$ cat src/rtl/display_scan_controller.sv
// ---------------------------------------------------------------------------
// display_scan_controller
//
// Multiplexed scan driver for a 4-digit, 7-segment, common-anode-style
// display with active-low segment and digit-enable lines.
//
// Each digit owns a fixed-length slot of BLANK_CYCLES + 8*ON_UNIT cycles:
//   BLANK : BLANK_CYCLES dark guard cycles (ghosting protection)
//   ON    : (b+1)*ON_UNIT cycles with the digit lit
//   OFF   : (7-b)*ON_UNIT dark cycles (skipped when b = 7)
// b is the brightness level sampled on entry to BLANK, so the slot length
// never changes, and so neither does the frame rate.
//
// Digit values are double-buffered. Writes land in a shadow bank. A swap
// request arms a commit, and the commit copies shadow into active at the
// end of the digit-3 slot, so a frame never mixes old and new values.
//
// Ports
//   clk            in   1  sole clock, rising edge
//   reset          in   1  asynchronous, active-high
//   wr_valid       in   1  shadow write request
//   wr_ready       out  1  shadow bank accepts a write (0 while a commit pends)
//   wr_digit       in   2  shadow digit index 0..3
//   wr_value       in   5  0-9 numeral, 10 dash, 11-31 blank
//   swap_req       in   1  single-cycle commit request
//   swap_pending   out  1  commit armed, not yet performed
//   brightness     in   3  on-time level, 0 = 1/8 .. 7 = 8/8
//   segment_       out  7  active-low segments, bit order gfedcba
//   digit_enable_  out  4  active-low one-hot digit enable
//   frame_done     out  1  pulse in the last cycle of the digit-3 slot
// ---------------------------------------------------------------------------
module display_scan_controller #(
    parameter int BLANK_CYCLES = 32,
    parameter int ON_UNIT      = 1000
) (
    input  logic       clk,
    input  logic       reset,
    input  logic       wr_valid,
    output logic       wr_ready,
    input  logic [1:0] wr_digit,
    input  logic [4:0] wr_value,
    input  logic       swap_req,
    output logic       swap_pending,
    input  logic [2:0] brightness,
    output logic [6:0] segment_,
    output logic [3:0] digit_enable_,
    output logic       frame_done
);

    localparam int SLOT_LEN = BLANK_CYCLES + 8 * ON_UNIT;
    localparam int CNT_RAW  = $clog2(SLOT_LEN + 1);
    localparam int CNT_W    = (CNT_RAW < 4) ? 4 : CNT_RAW;

    localparam logic [1:0] ST_BLANK = 2'd0;
    localparam logic [1:0] ST_ON    = 2'd1;
    localparam logic [1:0] ST_OFF   = 2'd2;

    localparam logic [4:0]       CODE_BLANK = 5'd11;
    localparam logic [6:0]       SEG_DARK   = 7'h7F;
    localparam logic [3:0]       EN_DARK    = 4'hF;
    localparam logic [CNT_W-1:0] BLANK_LAST = CNT_W'(BLANK_CYCLES - 1);
    localparam logic [CNT_W-1:0] ON_U       = CNT_W'(ON_UNIT);

    // -----------------------------------------------------------------------
    // Helpers
    // -----------------------------------------------------------------------

    // Terminal counter value of the ON phase for brightness level b.
    function automatic logic [CNT_W-1:0] on_last(input logic [2:0] b);
        on_last = ON_U * (CNT_W'(b) + CNT_W'(1)) - CNT_W'(1);
    endfunction

    // Terminal counter value of the OFF phase; never consulted when b = 7.
    function automatic logic [CNT_W-1:0] off_last(input logic [2:0] b);
        off_last = ON_U * (CNT_W'(7) - CNT_W'(b)) - CNT_W'(1);
    endfunction

    // Digit code to active-low segment pattern (gfedcba).
    function automatic logic [6:0] seg_encode(input logic [4:0] code);
        logic [6:0] lit;
        case (code)
            5'd0:    lit = 7'b0111111;
            5'd1:    lit = 7'b0000110;
            5'd2:    lit = 7'b1011011;
            5'd3:    lit = 7'b1001111;
            5'd4:    lit = 7'b1100110;
            5'd5:    lit = 7'b1101101;
            5'd6:    lit = 7'b1111101;
            5'd7:    lit = 7'b0000111;
            5'd8:    lit = 7'b1111111;
            5'd9:    lit = 7'b1101111;
            5'd10:   lit = 7'b1000000;
            default: lit = 7'b0000000;
        endcase
        seg_encode = ~lit;
    endfunction

    // -----------------------------------------------------------------------
    // Registers
    // -----------------------------------------------------------------------
    logic [1:0]       r_state;
    logic [CNT_W-1:0] r_cnt;
    logic [1:0]       r_digit;
    logic [2:0]       r_b;
    logic             r_run;
    logic             r_swap_pending;
    logic             r_wr_ready;
    logic             r_frame_done;
    logic [3:0]       r_den;
    logic [6:0]       r_seg;
    logic [4:0]       r_active [4];
    logic [4:0]       r_shadow [4];

    // -----------------------------------------------------------------------
    // Next-state logic
    // -----------------------------------------------------------------------
    logic [1:0]       w_nstate;
    logic [CNT_W-1:0] w_ncnt;
    logic [1:0]       w_ndigit;
    logic [2:0]       w_nb;
    logic             w_slot_end;
    logic             w_nlast;
    logic             w_commit;
    logic             w_npend;
    logic             w_wr_fire;

    always_comb begin
        w_nstate   = r_state;
        w_ncnt     = r_cnt + 1'b1;
        w_ndigit   = r_digit;
        w_nb       = r_b;
        w_slot_end = 1'b0;

        if (!r_run) begin
            // First edge after reset enters BLANK of digit 0; this edge
            // counts as slot entry, so brightness is sampled here too.
            w_nstate = ST_BLANK;
            w_ncnt   = '0;
            w_ndigit = 2'd0;
            w_nb     = brightness;
        end else begin
            case (r_state)
                ST_BLANK: begin
                    if (r_cnt == BLANK_LAST) begin
                        w_nstate = ST_ON;
                        w_ncnt   = '0;
                    end
                end
                ST_ON: begin
                    if (r_cnt == on_last(r_b)) begin
                        w_ncnt = '0;
                        if (r_b == 3'd7) begin
                            w_slot_end = 1'b1;
                        end else begin
                            w_nstate = ST_OFF;
                        end
                    end
                end
                ST_OFF: begin
                    if (r_cnt == off_last(r_b)) begin
                        w_slot_end = 1'b1;
                    end
                end
                default: begin
                    // Unreachable encoding: restart the slot sequence.
                    w_slot_end = 1'b1;
                end
            endcase

            if (w_slot_end) begin
                w_nstate = ST_BLANK;
                w_ncnt   = '0;
                w_ndigit = r_digit + 2'd1;
                w_nb     = brightness;
            end
        end
    end

    // The next cycle is the last one of its slot. Outputs are registered
    // from the next state so they line up with the state they describe.
    always_comb begin
        w_nlast = 1'b0;
        if (w_nstate == ST_ON && w_nb == 3'd7 && w_ncnt == on_last(w_nb)) begin
            w_nlast = 1'b1;
        end
        if (w_nstate == ST_OFF && w_ncnt == off_last(w_nb)) begin
            w_nlast = 1'b1;
        end
    end

    // r_frame_done marks the current cycle as the frame boundary, so the
    // commit happens on the edge that closes the digit-3 slot.
    assign w_commit  = r_frame_done & r_swap_pending;

    // A commit clears the pending flag, but a request arriving in the same
    // boundary cycle re-arms it for the next frame.
    assign w_npend   = w_commit ? swap_req : (r_swap_pending | swap_req);

    assign w_wr_fire = wr_valid & r_wr_ready;

    // -----------------------------------------------------------------------
    // Scan state, handshake and registered outputs
    // -----------------------------------------------------------------------
    always_ff @(posedge clk or posedge reset) begin
        if (reset) begin
            r_state        <= ST_BLANK;
            r_cnt          <= '0;
            r_digit        <= 2'd0;
            r_b            <= 3'd0;
            r_run          <= 1'b0;
            r_swap_pending <= 1'b0;
            r_wr_ready     <= 1'b0;
            r_frame_done   <= 1'b0;
            r_den          <= EN_DARK;
            r_seg          <= SEG_DARK;
        end else begin
            r_state        <= w_nstate;
            r_cnt          <= w_ncnt;
            r_digit        <= w_ndigit;
            r_b            <= w_nb;
            r_run          <= 1'b1;
            r_swap_pending <= w_npend;
            r_wr_ready     <= ~w_npend;
            r_frame_done   <= w_nlast & (w_ndigit == 2'd3);
            if (w_nstate == ST_ON) begin
                r_den <= ~(4'b0001 << w_ndigit);
                // The active bank only changes on a boundary edge, and the
                // next state then is BLANK, so reading it here is safe.
                r_seg <= seg_encode(r_active[w_ndigit]);
            end else begin
                r_den <= EN_DARK;
                r_seg <= SEG_DARK;
            end
        end
    end

    // -----------------------------------------------------------------------
    // Shadow and active digit banks
    // -----------------------------------------------------------------------
    always_ff @(posedge clk or posedge reset) begin
        if (reset) begin
            for (int i = 0; i < 4; i++) begin
                r_active[i] <= CODE_BLANK;
                r_shadow[i] <= CODE_BLANK;
            end
        end else begin
            if (w_commit) begin
                r_active <= r_shadow;
            end
            // Writes are blocked while a commit is pending, so a write and a
            // commit never coincide on the same edge.
            if (w_wr_fire) begin
                r_shadow[wr_digit] <= wr_value;
            end
        end
    end

    assign wr_ready      = r_wr_ready;
    assign swap_pending  = r_swap_pending;
    assign segment_      = r_seg;
    assign digit_enable_ = r_den;
    assign frame_done    = r_frame_done;

endmodule

$ cat config.mk
export PLATFORM = sky130hd
export DESIGN_NAME = display_scan_controller
export DESIGN_NICKNAME = d
export VERILOG_FILES = /design/src/rtl/display_scan_controller.sv
export SDC_FILE = /design/constraint.sdc
export NUM_CORES = 1
export LEC_CHECK = 0
export CORE_ASPECT_RATIO = 2
export CORE_UTILIZATION = 50
export DETAILED_ROUTE_END_ITERATION = 10
export DONT_BUFFER_PORTS = 1
export GPL_TIMING_DRIVEN = 0
export PLACE_DENSITY_LB_ADDON = 0.1
export SETUP_SLACK_MARGIN = 0.15
export SYNTH_ARGS = -nofsm -noshare
export SYNTH_HDL_FRONTEND = slang
export SYNTH_SLANG_ARGS = --single-unit
export TNS_END_PERCENT = 10
$ cat constraint.sdc
create_clock -name clk -period 10.3 [get_ports clk]
set_clock_uncertainty 0.15 [all_clocks]
set_input_delay 2.06 -clock clk [delete_from_list [all_inputs] [get_ports clk]]
set_output_delay 2.06 -clock clk [all_outputs]
set_load 0.05 [all_outputs]
==> flow_summary.yaml <==
die:
  die_height_um: 166
  die_x_extent_um: 83.9
  floorplan.die_area_um2: 13900
  starting_density_of_the_core_pct: 51.4
  pin_count: 28
  fp-row-count: 59
  core_area_um2: 13100
route:
  drtIter0Drc: 168
  detail-route-antenna-nets: 0
  dr_total_vias: 4962
  drc: 2
  post_drt_wl_per_cell_um: 18.9
  final_routed_wirelength_across_all_metal_layers_mm: 16.0
  via_per_inst: 5.84
  drtPass1Iterations: 9
yosys:
  async_reset_ff_share_pct: 100
  synth-seq-area-share_pct: 28.6
  synth_enable_flop_cells: 0
  yosysTopAreaCell: "dfrtp_1"
  post_synth.cell_area_avg_um2: 9.98
  synth-main-ff-cell: "dfrtp_1"
  commonest_cells_in_the_synthesized_netlist: "ha_1, inv_1, nor2_1"
  synth.most_common_cell: "ha_1"
  synth_cell_type_count: 77
  synthesis.area_um2: 6720
  synth.yosys.warnings: 0
  netlist_top_cells_area: "dfrtp_1, ha_1, dfstp_2"
  mappedNetlistNets: 783
  synth.ff_latch_count: 75
  postSynthCellCount: 673
  synth.top_cell.area_share_pct: 14.9
worst_setup_path:
  critical_path_capture_point_type: "flop"
  worst-setup-path-type: "flop to flop"
  critical-path-top-delay-family: "adder cells"
  cp_slowest_stage_delay_ns: 0.61
  number_of_buffer_and_inverter_instances_along_the_worst_setup_path: 6
  timing.rr.start: "r_b[0]"
  critical_path_arrival_ns: 9.72
  worstRegToRegCells: 32
  worst_ep_required_time_ns: 10.38
  cp-start-kind: "flop"
  critPathMostFrequentCell: "ha_1"
  crit_fanout: 10
  ff2ff_setup_slack_ns: 0.66
  crit_slowest_cell: "fa_1"
  worst_r2r_endpoint: "frame_done"
layout:
  num_antenna_cells: 0
  final_cell_count_no_fill: 849
  finish.instance_area_um2: 7340
  num-nets-final: 802
  final_layout_size_suffix_gt1_share_pct: 21.2
  utilization_pct: 56.1
  area_growth_pct: 9.24
run:
  maxCapViolations: 0
sta:
  slew_violations: 0
  fin_ws_ns: 0.658
  setup_violations: 0
  final_period_minus_worst_setup_slack_ns: 9.64
  fmax_mhz: 104
  finalHoldViolCount: 0
  holdWs_ns: 0.332
  final.period_utilization_pct: 93.6
  worst_slew_margin_rel_pct: 38.8
  worst_pin_slew_ns: 0.911
  tns_ns: 0
  grt_setup_unrepaired: "false"
global_route:
  grt_pass1_wl_mm: 26.4
  grt_start_max_net_pins: 76
  grt_pass1_vias: 5311
  total_overflow_reported_by_the_global_router: 0
  grt_antenna_before_repair: 0
  grtUsageTotal_pct: 24.4
power:
  power.density_cell_area_nw_per_um2: 225
  sequential_power_share_pct: 19.4
  power_leakage_nw: 3.28
  net-switching-power_mw: 0.689
  sw_share_pct: 41.7
  p_total_mw: 1.65
  internal_power_mw: 0.964
  combinationalPowerShare_pct: 59.7
  vdd.ir_drop.worst_mv: 0.142
  power.clock.fraction_pct: 20.8
clock_network:
  clk_pin_slew_ns: 0.06
  htree_levels: 3
  cts.sink_count: 75
  cts_inserted_buffers: 9
  clk_latency_ns: 0.34
  tritoncts: "yes"
  clockRootBuffer: "clkbuf_16"
  clock_path_buffers: 2
hold_path:
  worst_hold_path.num_cells: 1
  worstHoldEndpoint: "r_cnt[0]"
  worst_hold_path_type: "flop to flop"
  holdCritStartpoint: "r_cnt[0]"
place:
  globalplace.congestion: 0.964
  placement.cell_area_um2: 6910
  dp_cells: 825
  dp_hpwl_mm: 12.9
  worst_setup_timing_slack_at_the_placement_stage_ns: -0.868
  io_buffers: 0
status:
  result_of_the_run: "finished, violations left"
  violations: "DRC"
## placed cells by master (no fill, tap or decap), types with 22 or more instances in the layout
cell,n
nand2_1,34
dfrtp_1,39
xor2_1,23
inv_1,48
ha_1,77
dfstp_2,35
nor2_1,44
xnor2_1,41
mux2_2,43
nand3_1,22
## worst max-delay path by stage
stage / start / endpoint / slack [ns] / cells past startpoint
6_report: r_b[0] / frame_done / 0.66 / 32
5_1_grt: r_b[0] / frame_done / 0.15 / 32
4_1_cts: r_b[0] / frame_done / 0.15 / 33
3_5_place_dp: r_b[0] / frame_done / -0.87 / 33
3_3_place_gp: r_b[0] / frame_done / -0.79 / 33
2_1_floorplan: r_b[0] / frame_done / 0.86 / 30
## power groups by stage
stage / registers, mW / logic, mW / clock network [mW]
6_report: 0.321 / 0.988 / 0.344
5_1_grt: 0.324 / 1.11 / 0.364
4_1_cts: 0.322 / 0.981 / 0.350
3_5_place_dp: 0.326 / 0.970 / 0
3_3_place_gp: 0.325 / 0.946 / 0
2_1_floorplan: 0.322 / 0.791 / 0
## registers in the layout (all words and copies together) (netlist names), 2 cells and up
signal	cells
r_active	20
r_shadow	20
r_cnt	13
segment_	7
digit_enable_	4
r_b	3
r_digit	2
r_state	2
## kinds of logic (layout without fill, tap and decap cells)
kind of cell               Yosys count  after routing  synth area share [%]
other                                1              1                0.0558
xor gates and xnor gates            69             69                  9.63
and+or+nand+nor                    196            196                  15.9
adders and majority gates           96             96                  19.7
buffers and inverters               70             94                  4.14
DFF                                 75             75                  28.6
muxes                               58             58                  9.71
AOI/OAI and AO/OA                  108            108                  12.3
## layer usage
metal | GRT usage, % | part of all wire, % | vias to the layer above
met4 | 11.3 | 4.3 | 0
met5 | 0 | 0 | -
li1 | - | - | 2419
met1 | 22.6 | 34 | 2433
met2 | 50.5 | 60 | 75
met3 | 3.08 | 1.9 | 35
## what timing repair did
action / 4_1_cts / 5_1_grt
pin swaps: 1 / 1
hold buffers: 0 / 0
endpoints found under the setup margin: 1 / 1
buffers inserted: 4 / 4
gates resized for setup: 4 / 6
## area by class of cell
class | instances | area (um2)
Tap cell | 152 | 190
Inverter | 50 | 194
Fill cell | 1187 | 5730
Sequential cell | 75 | 1920
Multi-Input combinational cell | 528 | 4550
Clock buffer | 11 | 243
Buffer | 20 | 92.6
Timing Repair Buffer | 8 | 60.1
Clock inverter | 5 | 85.1
Note: power is estimated with default switching activity, not from simulation.
==> RTL edit, RTL diff (same settings) <==
Make the reset (`reset`) synchronous in 2 clocked blocks. Comments in the files are not updated.
--- a/src/rtl/display_scan_controller.sv
+++ b/src/rtl/display_scan_controller.sv
@@ -203,3 +203,3 @@
     // -----------------------------------------------------------------------
-    always_ff @(posedge clk or posedge reset) begin
+    always_ff @(posedge clk) begin
         if (reset) begin
@@ -239,3 +239,3 @@
     // -----------------------------------------------------------------------
-    always_ff @(posedge clk or posedge reset) begin
+    always_ff @(posedge clk) begin
         if (reset) begin
Formal check against the unedited RTL: differs if reset is asserted again (counterexample within 4 cycles, from zero or initial values and one cycle with reset high); with reset held inactive, the same outputs for 10 cycles.
==> RTL edit against the original RTL <==
Sequential cell count stayed put. Worst hold slack lost 26 ps. Setup slack got worse by 96 ps. First-iteration DRC count rose by 37%. Routed wire length about the same. Total power fell by 33%. Area after synthesis is 5.1% lower. Design area decreased by 3.8%. Clock power decreased by 12%. Critical endpoint is now frame_done. Largest cell class unchanged. Largest power group unchanged.
==> RTL edit: results (changes against the original RTL) <==
stage,metric,value,unit,change
run_status,status,"complete, no violations",,was finished with violations
pwr,p_leak,3.04,nW,was 3.28 nW
logic_synthesis,syn_nets,842,,was 783
detailed_routing,routed_wl,16.1,mm,was 16.0 mm
detailed_routing,drt_iter0_drc,230,,was 168
logic_synthesis,yosys.area_share.adder,21.0,%,was 19.7%
placed_design,dp_slack,-1550,ps,was -868 ps
finish,fin_cells,908,,was 849
finish,fill_cells,1187,,unchanged
sta,tightest_slew,1140,ps,was 911 ps
logic_synthesis,yosys-top-cells-count,"85 x nand2_1, 83 x ha_1, 75 x dfxtp_1, 55 x inv_1, 50 x nor2_1",,"was 80 x ha_1, 50 x inv_1, 44 x nor2_1, 43 x mux2_2, 41 x xnor2_1"
logic_synthesis,ys_warn_count,0,,unchanged
logic_synthesis,synth.area.mux_share,5.61,%,was 9.71%
logic_synthesis,synth_compound_area_share,14.4,%,was 12.3%
finish,top_regs,"r_active (20), r_shadow (20), r_cnt (13)",,unchanged
detailed_routing,drtPass1Iterations,4,,was 9
clock_network,numCtsBuffers,9,,unchanged
placed_design,port-buffer-count,0,,unchanged
clock_network,clkTransAtPathRegs,70,ps,
logic_synthesis,ys_async_sr_fraction,0,%,was 100%
setup_path,r2r_slack,560,ps,was 660 ps
global_routing,grtUsageTotal,25.7,%,was 24.4%
setup_path,r2r_end,frame_done,,unchanged
logic_synthesis,syn_area_per_cell,8.73,sq um,was 9.98 sq um
hold_path,worstHoldEndpoint,r_active[4],,was r_cnt[0]
finish,drive_above_1_share,11.1,%,was 21.2%
global_routing,grt_pass1_wl,25.5,mm,was 26.4 mm
placed_design,finalWeightedCongestion,0.932,,was 0.964
setup_path,cp.arrival,9860,ps,was 9720 ps
setup_path,critPathSlowestCell,fa_2,,was fa_1
setup_path,r2r_cells,35,,was 32
logic_synthesis,yosysUniqueCellTypes,86,,was 77
logic_synthesis,synth_xor_area_share,10.6,%,was 9.63%
detailed_routing,vias,5215,,was 4962
setup_path,max_stage_delay,630,ps,was 610 ps
hold_path,hold_depth,2,,was 1
logic_synthesis,yosysSeqAreaShare,23.6,%,was 28.6%
pwr,peakVddDrop,0.123,mV,was 0.142 mV
hold_path,hold_class,register to register,,unchanged
placed_design,dp_hpwl,12.7,mm,was 12.9 mm
global_routing,grt_pass1_vias,5387,,was 5311
setup_path,cp_max_fo,10,,unchanged
logic_synthesis,synth_area_leaders,"dfxtp_1 24%, ha_1 16%, xnor2_1 6.6%",,"was dfrtp_1 15%, ha_1 15%, dfstp_2 14%"
hold_path,min_from,r_active[4],,was r_cnt[0]
placed_design,dp.cells,880,,was 825
finish,finalNetCount,865,,was 802
global_routing,grt_max_degree,16,,was 76
setup_path,r2r-start,r_b[0],,unchanged
RTL edit: worst max-delay path by stage:
stage | slack, ps | end | from
finish | 560 | frame_done | r_b[0]
global placement | -1490 | frame_done | r_b[0]
floorplan | 350 | frame_done | r_b[0]
global route | 170 | frame_done | r_b[0]
CTS | 160 | frame_done | r_b[0]
detailed placement | -1550 | frame_done | r_b[0]
RTL edit: cells by family after synthesis:
kind of cell,count (synthesis)
muxes,35
DFF,75
adders and majority gates,98
and+or+nand+nor,254
xor gates and xnor gates,73
buffers and inverters,75
AOI/OAI and AO/OA,120
RTL edit: report_power, final:
group / total (mW) / switching [mW] / internal [mW]
logic: 0.510 / 0.281 / 0.229
clock network: 0.304 / 0.136 / 0.168
registers: 0.299 / 0.00598 / 0.293
total: 1.11 / 0.423 / 0.690
RTL edit: repair_timing:
item / in CTS / in global routing
resized for setup: 15 / 12
setup endpoints to repair: 1 / 1
endpoints found under the hold margin: 0 / 0
pin swaps: 2 / 2
buffers inserted: 5 / 7
RTL edit: metal layers:
metal	track usage [%]	wire (microns)	share of wire (%)
met5	0	0	0
met4	16.7	1010	6.3
met3	2.70	273	1.7
met2	51.2	9300	58
met1	22.4	5460	34
RTL edit: worst max-delay path, delay by kind of cell (launching register included):
family | cells | cell delay [ps]
buffers and inverters | 7 | 910
and+or+nand+nor | 5 | 1440
xor gates and xnor gates | 2 | 380
muxes | 1 | 300
DFF | 1 | 460
adders and majority gates | 9 | 3520
AOI/OAI and AO/OA | 11 | 2490
RTL edit: cell type report:
| type | instances | area (sq um) | area share, % |
|---|---|---|---|
| buffer | 20 | 110 | 1.56 |
| clock buffer | 9 | 225 | 3.19 |
| clock inverter | 7 | 60.1 | 0.851 |
| inverter | 55 | 214 | 3.03 |
| multi-input combinational | 580 | 4650 | 65.9 |
| sequential | 75 | 1510 | 21.4 |
| tap | 150 | 188 | 2.66 |
| timing repair buffer | 12 | 103 | 1.45 |
RTL edit: per-stage QoR:
stage / cell area (sq um) / hold WS (ps) / setup TNS [ps] / utilization [%] / power [mW]
after global routing: 7060 / 324 / 0 / 56.6 / 1.18
after global placement: 6560 / 293 / -1490 / 52.6 / 0.782
final: 7060 / 306 / 0 / 56.6 / 1.11
after CTS: 6960 / 306 / 0 / 55.7 / 1.11
after detailed placement: 6560 / 297 / -1550 / 52.6 / 0.794
after floorplan: 6370 / 275 / 0 / - / 0.702
